## config.mk

```make
export PLATFORM = sky130hd
export DESIGN_NAME = seq_pattern_tx_flat
export DESIGN_NICKNAME = d
export VERILOG_FILES = /design/src/rtl/seq_pattern_tx_if.sv /design/src/rtl/seq_pattern_tx.sv /design/src/flat_wrapper.sv
export SDC_FILE = /design/constraint.sdc
export NUM_CORES = 1
export LEC_CHECK = 0
export BUFFER_PORTS_ARGS = -buffer_cell sky130_fd_sc_hd__buf_4
export CORE_AREA = 2 2 101 103
export DETAILED_ROUTE_END_ITERATION = 12
export DIE_AREA = 0 0 103 105
export PLACE_DENSITY = 0.64
export SLEW_MARGIN = 20
export SYNTH_ARGS = -nofsm -noshare
export SYNTH_HDL_FRONTEND = slang
export SYNTH_SLANG_ARGS = --single-unit
```

## constraint.sdc

```tcl
create_clock -name clk -period 2.6 [get_ports clk]
set_input_delay 0 -clock clk [delete_from_list [all_inputs] [get_ports clk]]
set_output_delay 0 -clock clk [all_outputs]
set_load 0.02 [all_outputs]
```

## src/rtl/seq_pattern_tx_if.sv

```systemverilog
// Bundles the request/serial-output signals of seq_pattern_tx.
// The master drives requests and the slave (the transmitter) drives the serial stream.
interface seq_pattern_tx_if #(
  parameter int PAT_W = 16
);
  logic             start;
  logic             abort;
  logic [PAT_W-1:0] pat_data;
  logic [4:0]       pat_len;
  logic [3:0]       rep_cnt;
  logic             dout;
  logic             bit_tick;
  logic             busy;
  logic             done;

  modport master (
    output start, abort, pat_data, pat_len, rep_cnt,
    input  dout, bit_tick, busy, done
  );

  modport slave (
    input  start, abort, pat_data, pat_len, rep_cnt,
    output dout, bit_tick, busy, done
  );
endinterface

```

## src/rtl/seq_pattern_tx.sv

```systemverilog
// Serial pattern transmitter: sends a captured bit pattern MSB-first,
// TICK_DIV clocks per bit, repeated rep_cnt+1 times, then pulses done.
module seq_pattern_tx #(
  parameter int TICK_DIV = 2_500_000,
  parameter int PAT_W    = 16
) (
  input  logic              clk,
  input  logic              rst_n,
  seq_pattern_tx_if.slave   bus
);
  localparam int TW = $clog2(TICK_DIV);
  localparam int IW = $clog2(PAT_W);
  localparam logic [TW-1:0] TICK_LAST = TW'(TICK_DIV - 1);

  localparam logic [2:0] S_IDLE = 3'b001;
  localparam logic [2:0] S_SEND = 3'b010;
  localparam logic [2:0] S_DONE = 3'b100;

  logic [2:0]       state_q, state_d;
  logic [TW-1:0]    tick_q, tick_d;
  logic [4:0]       bit_q, bit_d;    // bits already finished in this repetition
  logic [3:0]       rep_q, rep_d;    // repetitions still to go after the current one
  logic [4:0]       len_q, len_d;
  logic [PAT_W-1:0] pat_q, pat_d;
  logic             dout_q, dout_d;

  logic [4:0]    len_in;
  logic [IW-1:0] acc_idx, nxt_idx, rst_idx;
  logic          tick_end;

  assign tick_end = (state_q == S_SEND) && (tick_q == TICK_LAST);

  always_comb begin
    len_in = bus.pat_len;
    if (int'(bus.pat_len) > PAT_W) len_in = 5'(PAT_W);
    acc_idx = IW'(len_in - 5'd1);
    nxt_idx = IW'(len_q - 5'd2 - bit_q);
    rst_idx = IW'(len_q - 5'd1);
  end

  always_comb begin
    state_d = state_q;
    tick_d  = tick_q;
    bit_d   = bit_q;
    rep_d   = rep_q;
    len_d   = len_q;
    pat_d   = pat_q;
    dout_d  = dout_q;
    case (state_q)
      S_IDLE: begin
        tick_d = '0;
        dout_d = 1'b0;
        if (bus.start && !bus.abort && (len_in != 5'd0)) begin
          pat_d   = bus.pat_data;
          len_d   = len_in;
          rep_d   = bus.rep_cnt;
          bit_d   = 5'd0;
          dout_d  = bus.pat_data[acc_idx];
          state_d = S_SEND;
        end
      end
      S_SEND: begin
        if (bus.abort) begin
          state_d = S_IDLE;
          tick_d  = '0;
          bit_d   = 5'd0;
          dout_d  = 1'b0;
        end else if (tick_end) begin
          tick_d = '0;
          if (bit_q == len_q - 5'd1) begin
            bit_d = 5'd0;
            if (rep_q == 4'd0) begin
              state_d = S_DONE;
              dout_d  = 1'b0;
            end else begin
              // Next repetition starts on this edge: no idle bit between repeats.
              rep_d  = rep_q - 4'd1;
              dout_d = pat_q[rst_idx];
            end
          end else begin
            bit_d  = bit_q + 5'd1;
            dout_d = pat_q[nxt_idx];
          end
        end else begin
          tick_d = tick_q + TW'(1);
        end
      end
      S_DONE: begin
        state_d = S_IDLE;
        tick_d  = '0;
        dout_d  = 1'b0;
      end
      default: begin
        state_d = S_IDLE;
        tick_d  = '0;
        bit_d   = 5'd0;
        dout_d  = 1'b0;
      end
    endcase
  end

  always_ff @(posedge clk or negedge rst_n) begin
    if (!rst_n) begin
      state_q <= S_IDLE;
      tick_q  <= '0;
      bit_q   <= 5'd0;
      rep_q   <= 4'd0;
      len_q   <= 5'd0;
      pat_q   <= '0;
      dout_q  <= 1'b0;
    end else begin
      state_q <= state_d;
      tick_q  <= tick_d;
      bit_q   <= bit_d;
      rep_q   <= rep_d;
      len_q   <= len_d;
      pat_q   <= pat_d;
      dout_q  <= dout_d;
    end
  end

  // Status outputs decode straight from state so reset clears them immediately.
  assign bus.dout     = dout_q;
  assign bus.bit_tick = tick_end;
  assign bus.busy     = (state_q == S_SEND);
  assign bus.done     = (state_q == S_DONE);
endmodule

```

## src/flat_wrapper.sv

```systemverilog
// flat-port wrapper written by rule: the top's interface ports become plain ports
module seq_pattern_tx_flat 
#(
  parameter int TICK_DIV = 2_500_000,
  parameter int PAT_W    = 16
)
  (clk, rst_n, bus_start, bus_abort, bus_pat_data, bus_pat_len, bus_rep_cnt, bus_dout, bus_bit_tick, bus_busy, bus_done);
  seq_pattern_tx_if #(.PAT_W(PAT_W)) bus_i ();
  input  logic clk;
  input  logic rst_n;
  input wire logic [$bits(bus_i.start)-1:0] bus_start;
  input wire logic [$bits(bus_i.abort)-1:0] bus_abort;
  input wire logic [$bits(bus_i.pat_data)-1:0] bus_pat_data;
  input wire logic [$bits(bus_i.pat_len)-1:0] bus_pat_len;
  input wire logic [$bits(bus_i.rep_cnt)-1:0] bus_rep_cnt;
  output wire logic [$bits(bus_i.dout)-1:0] bus_dout;
  output wire logic [$bits(bus_i.bit_tick)-1:0] bus_bit_tick;
  output wire logic [$bits(bus_i.busy)-1:0] bus_busy;
  output wire logic [$bits(bus_i.done)-1:0] bus_done;
  assign bus_i.start = bus_start;
  assign bus_i.abort = bus_abort;
  assign bus_i.pat_data = bus_pat_data;
  assign bus_i.pat_len = bus_pat_len;
  assign bus_i.rep_cnt = bus_rep_cnt;
  assign bus_dout = bus_i.dout;
  assign bus_bit_tick = bus_i.bit_tick;
  assign bus_busy = bus_i.busy;
  assign bus_done = bus_i.done;
  seq_pattern_tx #(.TICK_DIV(TICK_DIV), .PAT_W(PAT_W)) u_core (.clk(clk), .rst_n(rst_n), .bus(bus_i));
endmodule
```

Word-level counts from Yosys, hierarchy flattened. Index checks and enable logic that the tools add are counted.

$lt $le $gt $ge: 4. Bitwise operators: 1. $add $sub $neg: 7. Muxes and demuxes: 33. Reductions and logical operators: 11. Eq/ne operators: 13.

Operator list (count): two-way mux 22 bit (3); two-way mux 5 bit (5); adder 22 x 1 -> 22 bit (second input constant) (1); == test 22 bit (second input constant) (1); two-way mux 4 bit (5); < comparator 4 x 5 -> 1 bit (second input constant) (3); two-way mux 3 bit (5); one-hot mux 5 bit (3 select lines) (1); binary-select mux 1 bit (select 4 bit) (3); two-way mux 1 bit (8); one-hot mux 4 bit (2 select lines) (1); subtractor 4 x 1 -> 4 bit (second input constant) (2); inequality test 2 bit (second input constant) (3); inequality test 3 x 2 -> 1 bit (second input constant) (2); one-hot mux 3 bit (2 select lines) (1); AND reduction 6 bit (1); adder 5 x 1 -> 5 bit (second input constant) (1); == test 5 bit (1); greater-than comparator 5 bit (second input constant) (1); nonzero test 5 bit (1); subtractor 5 x 1 -> 5 bit (second input constant) (1); zero test 4 bit (1); inequality test 2 x 1 -> 1 bit (second input constant) (2); AND reduction 4 bit (1); 13 further kinds (15).

Bits of input ports: 29. Logic and storage cells: 76. Register bits: 56. Output and inout bits: 4.

Depth between registers and ports, before layout. Gate-level depths: netlist (run 1).

Depth after elaboration: 8. Mapped depth: 11. Depth with buffers taken out: 10.

Worst setup path after synthesis (run 1). No wires, ideal clock.

Path kind: register to register. Start point: register u_core.len_q[0]. End point: register u_core.dout_q (netlist: u_core.bus.dout). Stages on the path, launching flop included: 11. Buffers on the path: 1. Path slack: -71 ps. Data arrival time: 2545 ps. Setup time: 126 ps. Cells stage by stage: dfrtp_1 -> buf_2 -> inv_1 -> ha_1 -> inv_1 -> ha_1 -> inv_1 -> fa_1 -> mux4_2 -> mux4_2 -> a221o_1.

Cells in the longest elaborated chain, start to end: 8.

RTL lines: start, declared (line seq_pattern_tx.sv:23) `logic [4:0] len_q, len_d;`; start signal, assigned (line seq_pattern_tx.sv:116) `len_q <= len_d;`; subtractor 4 x 2 -> 4 bit / subtractor 5 x 1 -> 5 bit (equally long branches) (line seq_pattern_tx.sv:37, seq_pattern_tx.sv:38); subtractor 4 bit / binary-select mux 1 bit (select 4 bit) (equally long branches) (line seq_pattern_tx.sv:37, seq_pattern_tx.sv:78); binary-select mux 1 bit (select 4 bit) / two-way mux 1 bit (equally long branches) (line seq_pattern_tx.sv:82, seq_pattern_tx.sv:78); two-way mux 1 bit, on equally long branches (line seq_pattern_tx.sv:82, seq_pattern_tx.sv:72); two-way mux 1 bit * (line seq_pattern_tx.sv:70) `if (bit_q == len_q - 5'd1) begin`; two-way mux 1 bit * (line seq_pattern_tx.sv:68) `end else if (tick_end) begin`; two-way mux 1 bit * (line seq_pattern_tx.sv:63) `if (bus.abort) begin`; one-hot mux 1 bit (2 select lines) * (line seq_pattern_tx.sv:49) `case (state_q)`; end signal, assigned (line seq_pattern_tx.sv:118) `dout_q <= dout_d;`; end, declared (line seq_pattern_tx.sv:25) `logic dout_q, dout_d;`.

Every way passes the cells marked *; elsewhere a longest branch is shown, timed or not. The select of a mux whose other input is x is not followed. A chain may end at the register's enable or synchronous reset.

Worst setup path in the final report (run 1).
Start point: register u_core.len_q[1]. End point: register u_core.dout_q (netlist: u_core.bus.dout).

The elaborated chain is that of the path after synthesis.

==> flow_summary.toml, run 1 <==
[drt]
routed_via_density = 4.98
drtIter0Drc = 148
postRouteAntennaNets = 0
firstDrtPassIters = 4
wirelength_mm = 7.53
drc = 0
vias = 2675
wl_per_cell_microns = 14.0

[run_status]
status = "finished, violations left"
violations = "setup timing"

[die]
die_area_sq_um = 10800
io_pins = 33
core-area_sq_um = 9640
core.rowCount = 36
initial_core_util_pct = 34.4
chipHeight_microns = 105
die_x_microns = 103

[placement]
dp_slack_ns = -0.110
detailed_place_hpwl_mm = 5.45
portBuffers = 32
place_congestion = 0.803
dp_cells = 509
placed_area_sq_um = 3790

[synth]
synth_edf_count = 0
synth_cell_type_count = 49
synth_top_area_cell = "dfrtp_1"
async_flop_share_pct = 100
synth.area.top_cells = "dfrtp_1, mux4_2, nand2_1"
avgSynthCellArea_sq_um = 9.77
syn_inst = 339
yosysSeqAreaShare_pct = 42.3
ys_top_cells_by_count = "nand2_1, dfrtp_1, nor2_1"
synthFlopType = "dfrtp_1"
synth_top_area_share_pct = 41.5
synth-seq-cells = 56
syn_area_sq_um = 3310
synth_most_common_cell = "nand2_1"
ys_warn_count = 0
synth.net_count = 379

[timing]
fin_crit_sh_pct = 102
fin_worst_skew_ns = 0.00948
final.min_clock_period_ns = 2.66
slew_viol_final = 0
finalSetupViolations = 1
tightest_slew_ns = 0.716
slew_headroom_pct = 52.3
setup_ws_ns = -0.0578
maxClockFrequency_mhz = 376
rsz0062_at_grt = "yes"
hold_viol_final = 0

[hold_path]
hold_start = "bus_rep_cnt[0]"
holdPathStages = 3
holdPathEnd = "u_core.rep_q[0]$_DFFE_PN0P_"
hold_path_class = "in2reg"

[cells_and_area]
fin_area_sq_um = 4110
syn2layout_area_growth_pct = 23.9
n_antenna_cell = 0
fillers = 939
final_layout_size_suffix_gt1_share_pct = 21.5
stdcell_count = 537
final_nets = 443

[global_routing]
grt_pass1_wl_mm = 12.9
grt_pass1_vias = 2668
antenna_found_initial = 0
grt_usage_pct = 15.3
grt_max_degree = 57
grt-ovfl-total = 0

[cts]
tritoncts = "built"
post-cts-setup-buffers = 0
clk_pin_slew_ns = 0.10
clockBufferDepth = 2
cts.sinks = 56
cts_root_buf = "clkbuf_8"
clock_latency_ns = 0.32
cts_buffers = 5
cts-htree-levels = 2

[power]
power.density_nw_per_um2 = 721
ir_worst_vdd_uv = 285
p_leak_nw = 1.80
power.total_mw = 2.96

[worst_setup_path]
end_kind = "flop"
startpoint_type = "flop"
crit-reg2reg-capture = "u_core.bus.dout$_DFFE_PN0P_"
worstSetupPathType = "reg2reg"
cp.arrival_ns = 2.87
regToRegSetupSlack_ns = -0.06
r2r_cells = 9
cp.required_ns = 2.81
path_max_fanout = 4
reg2reg_from = "u_core.len_q[1]$_DFFE_PN0P_"

[run]
max_cap_violations = 0
[kinds of logic (layout without fill, tap and decap cells)]
group	count (synthesis)	after routing	share of synthesized area, %
muxes	14	14	9.52
and+or+nand+nor	167	167	24.6
buffers and inverters	26	91	3.06
adders and majority gates	11	11	4.38
DFF	56	56	42.3
AOI/OAI and AO/OA	34	34	7.93
xor gates and xnor gates	31	31	8.19
[cell usage in the layout, fill, tap and decap left out, types with 2 or more instances in the layout]
cell,instances
a21o_1,3
a221o_1,3
a22o_1,3
and3_1,3
and4_2,2
buf_4,48
clkbuf_8,6
dfrtp_1,55
dlygate4sd3_1,20
ha_1,9
inv_1,14
mux4_2,14
nand2_1,67
nand2b_1,9
nand3_1,13
nand3b_1,3
nand4_1,7
nor2_1,38
nor2_2,2
nor2b_1,3
nor3_1,5
nor3_2,3
nor4_1,3
o21ai_0,11
o22a_1,2
xnor2_1,14
xor2_1,17
[state kept, by name, summed over array words and instances, names as in the netlist]
| signal | cells |
|---|---|
| u_core.tick_q | 22 |
| u_core.pat_q | 16 |
| u_core.bit_q | 5 |
| u_core.len_q | 5 |
| u_core.rep_q | 4 |
| u_core.state_q | 3 |
| u_core.bus.dout | 1 |
[stage by stage]
stage                     TNS, ns  utilization, %  hold slack [ns]
after floorplan           -0.0220               -           -0.296
after global placement    -0.0361            39.4            0.101
after detailed placement   -0.110            39.4            0.106
after CTS                 -0.0689            42.6          0.00501
after global routing       -0.144            42.6          0.00362
final                     -0.0578            42.6           0.0174
[where the power goes]
group / internal, mW / switching (mW)
clock network: 0.219 / 0.295
logic: 0.669 / 0.546
registers: 1.06 / 0.168
[critical path: stages, from the launching register on]
cell and delay, ns:
dfrtp_1 0.40, inv_2 0.08, ha_4 0.20, inv_1 0.05, ha_1 0.13, inv_1 0.05
fa_2 0.58, mux4_2 0.31, mux4_2 0.47, a221o_1 0.30
[worst max-delay path by stage]
stage	startpoint	endpoint	depth (start not counted)
2_1_floorplan	u_core.len_q[0]$_DFFE_PN0P_	u_core.bus.dout$_DFFE_PN0P_	10
4_1_cts	u_core.len_q[1]$_DFFE_PN0P_	u_core.bus.dout$_DFFE_PN0P_	9
3_3_place_gp	u_core.len_q[1]$_DFFE_PN0P_	u_core.bus.dout$_DFFE_PN0P_	9
5_1_grt	u_core.len_q[1]$_DFFE_PN0P_	u_core.bus.dout$_DFFE_PN0P_	9
6_report	u_core.len_q[1]$_DFFE_PN0P_	u_core.bus.dout$_DFFE_PN0P_	9
3_5_place_dp	u_core.len_q[1]$_DFFE_PN0P_	u_core.bus.dout$_DFFE_PN0P_	9
[routing by layer]
metal  GRT usage (%)  share of wire, %
met1            20.9                45
met2            24.0                49
met3            2.47               3.1
met4            6.20               2.4
met5               0                 0
[what timing repair did]
item                       in CTS  in global routing
setup endpoints to repair       1                  1
hold buffers                   20                  0
hold endpoints to repair       74                  0
gates cloned                    0                  0
gates resized for setup         3                  0
[final cells by class]
| class | count | area (sq um) | share of cell area (%) |
|---|---|---|---|
| multi-input cells | 257 | 1820 | 44.4 |
| flip-flops and latches | 56 | 1400 | 34.2 |
| repair buffers | 68 | 561 | 13.7 |
| well taps | 133 | 166 | 4.05 |
| clock buffers | 6 | 82.6 | 2.01 |
| inverters | 15 | 56.3 | 1.37 |
| clock inverters | 2 | 13.8 | 0.335 |
(Power assumes the default switching activity.)
==> run 2: changes to the inputs <==
--- a/config.mk
+++ b/config.mk
@@ -9,7 +9,9 @@
 export CORE_AREA = 2 2 101 103
 export DETAILED_ROUTE_END_ITERATION = 12
 export DIE_AREA = 0 0 103 105
-export PLACE_DENSITY = 0.64
+export HOLD_SLACK_MARGIN = 0.06
+export PLACE_DENSITY = 0.62
+export SKIP_CTS_REPAIR_TIMING = 1
 export SLEW_MARGIN = 20
 export SYNTH_ARGS = -nofsm -noshare
 export SYNTH_HDL_FRONTEND = slang
==> constraint.sdc (replaced) <==
create_clock -name clk -period 3.1 [get_ports clk]
set_input_delay 0 -clock clk [delete_from_list [all_inputs] [get_ports clk]]
set_output_delay 0 -clock clk [all_outputs]
set_load 0.02 [all_outputs]
==> flow_summary.toml, run 2 (synthesis results as in run 1) <==
[worst_setup_path]
path_max_fanout = 4
cp.required_ns = 3.32
cp_top_family = "adder cells"
startpoint_type = "flop"
cpPeakStageDelay_ns = 0.58
regToRegSetupSlack_ns = 0.33
cp_slowest_cell = "fa_1"
worst-path-buf-inv = 3
crit_top_cell = "inv_1"
cp.arrival_ns = 2.99
cp_cell_sequence = "inv_1, ha_1, inv_1, ha_1, inv_1, fa_1, mux4_2, mux4_2, a221o_1"
end_kind = "flop"
worstSetupPathType = "reg2reg"

[cts]
cts.sinks = 56
cts_buffers = 5
cts_root_buf = "clkbuf_8"
cts-htree-levels = 2
tritoncts = "built"
clock_latency_ns = 0.33
clockBufferDepth = 2
clk_pin_slew_ns = 0.11

[global_routing]
antenna_found_initial = 0
grt_usage_pct = 14.5
grt_pass1_vias = 2523
grt_max_degree = 57
grt_pass1_wl_mm = 12.3
grt-ovfl-total = 0

[drt]
drc = 0
routed_via_density = 4.98
postRouteAntennaNets = 0
wl_per_cell_microns = 13.9
wirelength_mm = 7.38
drtIter0Drc = 108
firstDrtPassIters = 4
vias = 2638

[timing]
slew_viol_final = 0
final.min_clock_period_ns = 2.77
tightest_slew_ns = 0.712
finalSetupViolations = 0
rsz0062_at_grt = "no"
fin_crit_sh_pct = 89.3
fin_worst_skew_ns = 0.0125
whs_ns = 0.0359
maxClockFrequency_mhz = 361
setup_ws_ns = 0.332
slew_headroom_pct = 52.5
hold_viol_final = 0
tns_ns = 0

[placement]
portBuffers = 32
dp_slack_ns = 0.348
place_congestion = 0.804
detailed_place_hpwl_mm = 5.38

[cells_and_area]
top_regs = "u_core.tick_q: 22 flops, u_core.pat_q: 16 flops"
n_antenna_cell = 0
largest_reg_flops = 22
fillers = 931
fin_util_pct = 42.1
regMostFlops = "u_core.tick_q"
final_cell_mix = "nand2_1, dfrtp_1, nor2_1, buf_4, dlygate4sd3_1"
multi_input_area_sq_um = 1810
final_nets = 436
syn2layout_area_growth_pct = 22.6
regArea_sq_um = 1400
final_layout_size_suffix_gt1_share_pct = 18.6
layout_commonest_cell = "nand2_1"

[power]
power.density_nw_per_um2 = 617
p_leak_nw = 1.76
ir_worst_vdd_uv = 257

[die]
core.rowCount = 36
die_x_microns = 103
io_pins = 33
initial_core_util_pct = 34.4
core-area_sq_um = 9640
die_area_sq_um = 10800
chipHeight_microns = 105

[run_status]
status = "finished clean"

[hold_path]
hold_path_class = "in2reg"

[run]
max_cap_violations = 0
==> run 2: cell count changes in the layout (fill, tap and decap cells not counted), sizes merged <==
cell	change
clkbuf	-1
inv	-1
buf	-10
bufinv	+1
clkinvlp	+1
dlygate4sd3	+3
==> run 2: through the flow <==
| stage | area (sq um) | std cells | power (mW) |
|---|---|---|---|
| 6_report | 4060 | 530 | 2.51 |
| 5_1_grt | 4060 | 530 | 2.69 |
| 4_1_cts | 3830 | 507 | 2.51 |
| 3_5_place_dp | 3720 | 499 | 2.01 |
| 3_3_place_gp | 3720 | 499 | 1.98 |
| 2_1_floorplan | 3310 | 339 | 1.76 |
==> run 2: power breakdown <==
group          internal (mW)  switching [mW]
Clock                  0.239           0.253
Combinational          0.533           0.438
Sequential             0.893           0.149
==> run 2: area by class of cell <==
| class | instances | area share [%] |
|---|---|---|
| Clock buffer | 5 | 1.69 |
| Clock inverter | 3 | 1.05 |
| Inverter | 15 | 1.39 |
| Multi-Input combinational cell | 257 | 44.5 |
| Sequential cell | 56 | 34.5 |
| Tap cell | 133 | 4.10 |
| Timing Repair Buffer | 61 | 12.7 |
==> run 2: per-layer routing <==
metal / global-route usage (%) / vias up / share of wire (%)
met5: 0 / - / 0
li1: - / 1285 / -
met1: 21.1 / 1292 / 47
met3: 2.74 / 6 / 3.5
met4: 4.79 / 0 / 1.5
met2: 21.6 / 55 / 48
==> run 2: worst register-to-register path: cells and delay by family, from the launching register on <==
family,cells,cell delay (ns)
flip-flops,1,0.40
buffers and inverters,3,0.18
AO/OA/AOI/OAI,1,0.30
multiplexers,2,0.79
adder cells (fa/ha/maj),3,0.99
==> run 2: worst paths after layout <==
path | cells past startpoint | endpoint | start
min | 3 | u_core.len_q[1]$_DFFE_PN0P_ | bus_pat_len[1]
min reg2reg | 1 | u_core.tick_q[0]$_DFF_PN0_ | u_core.tick_q[0]$_DFF_PN0_
max | 9 | u_core.bus.dout$_DFFE_PN0P_ | u_core.len_q[1]$_DFFE_PN0P_
min in group asynchronous | 2 | u_core.pat_q[10]$_DFFE_PN0P_ | rst_n
max in group asynchronous | 2 | u_core.tick_q[11]$_DFF_PN0_ | rst_n
max reg2reg | 9 | u_core.bus.dout$_DFFE_PN0P_ | u_core.len_q[1]$_DFFE_PN0P_
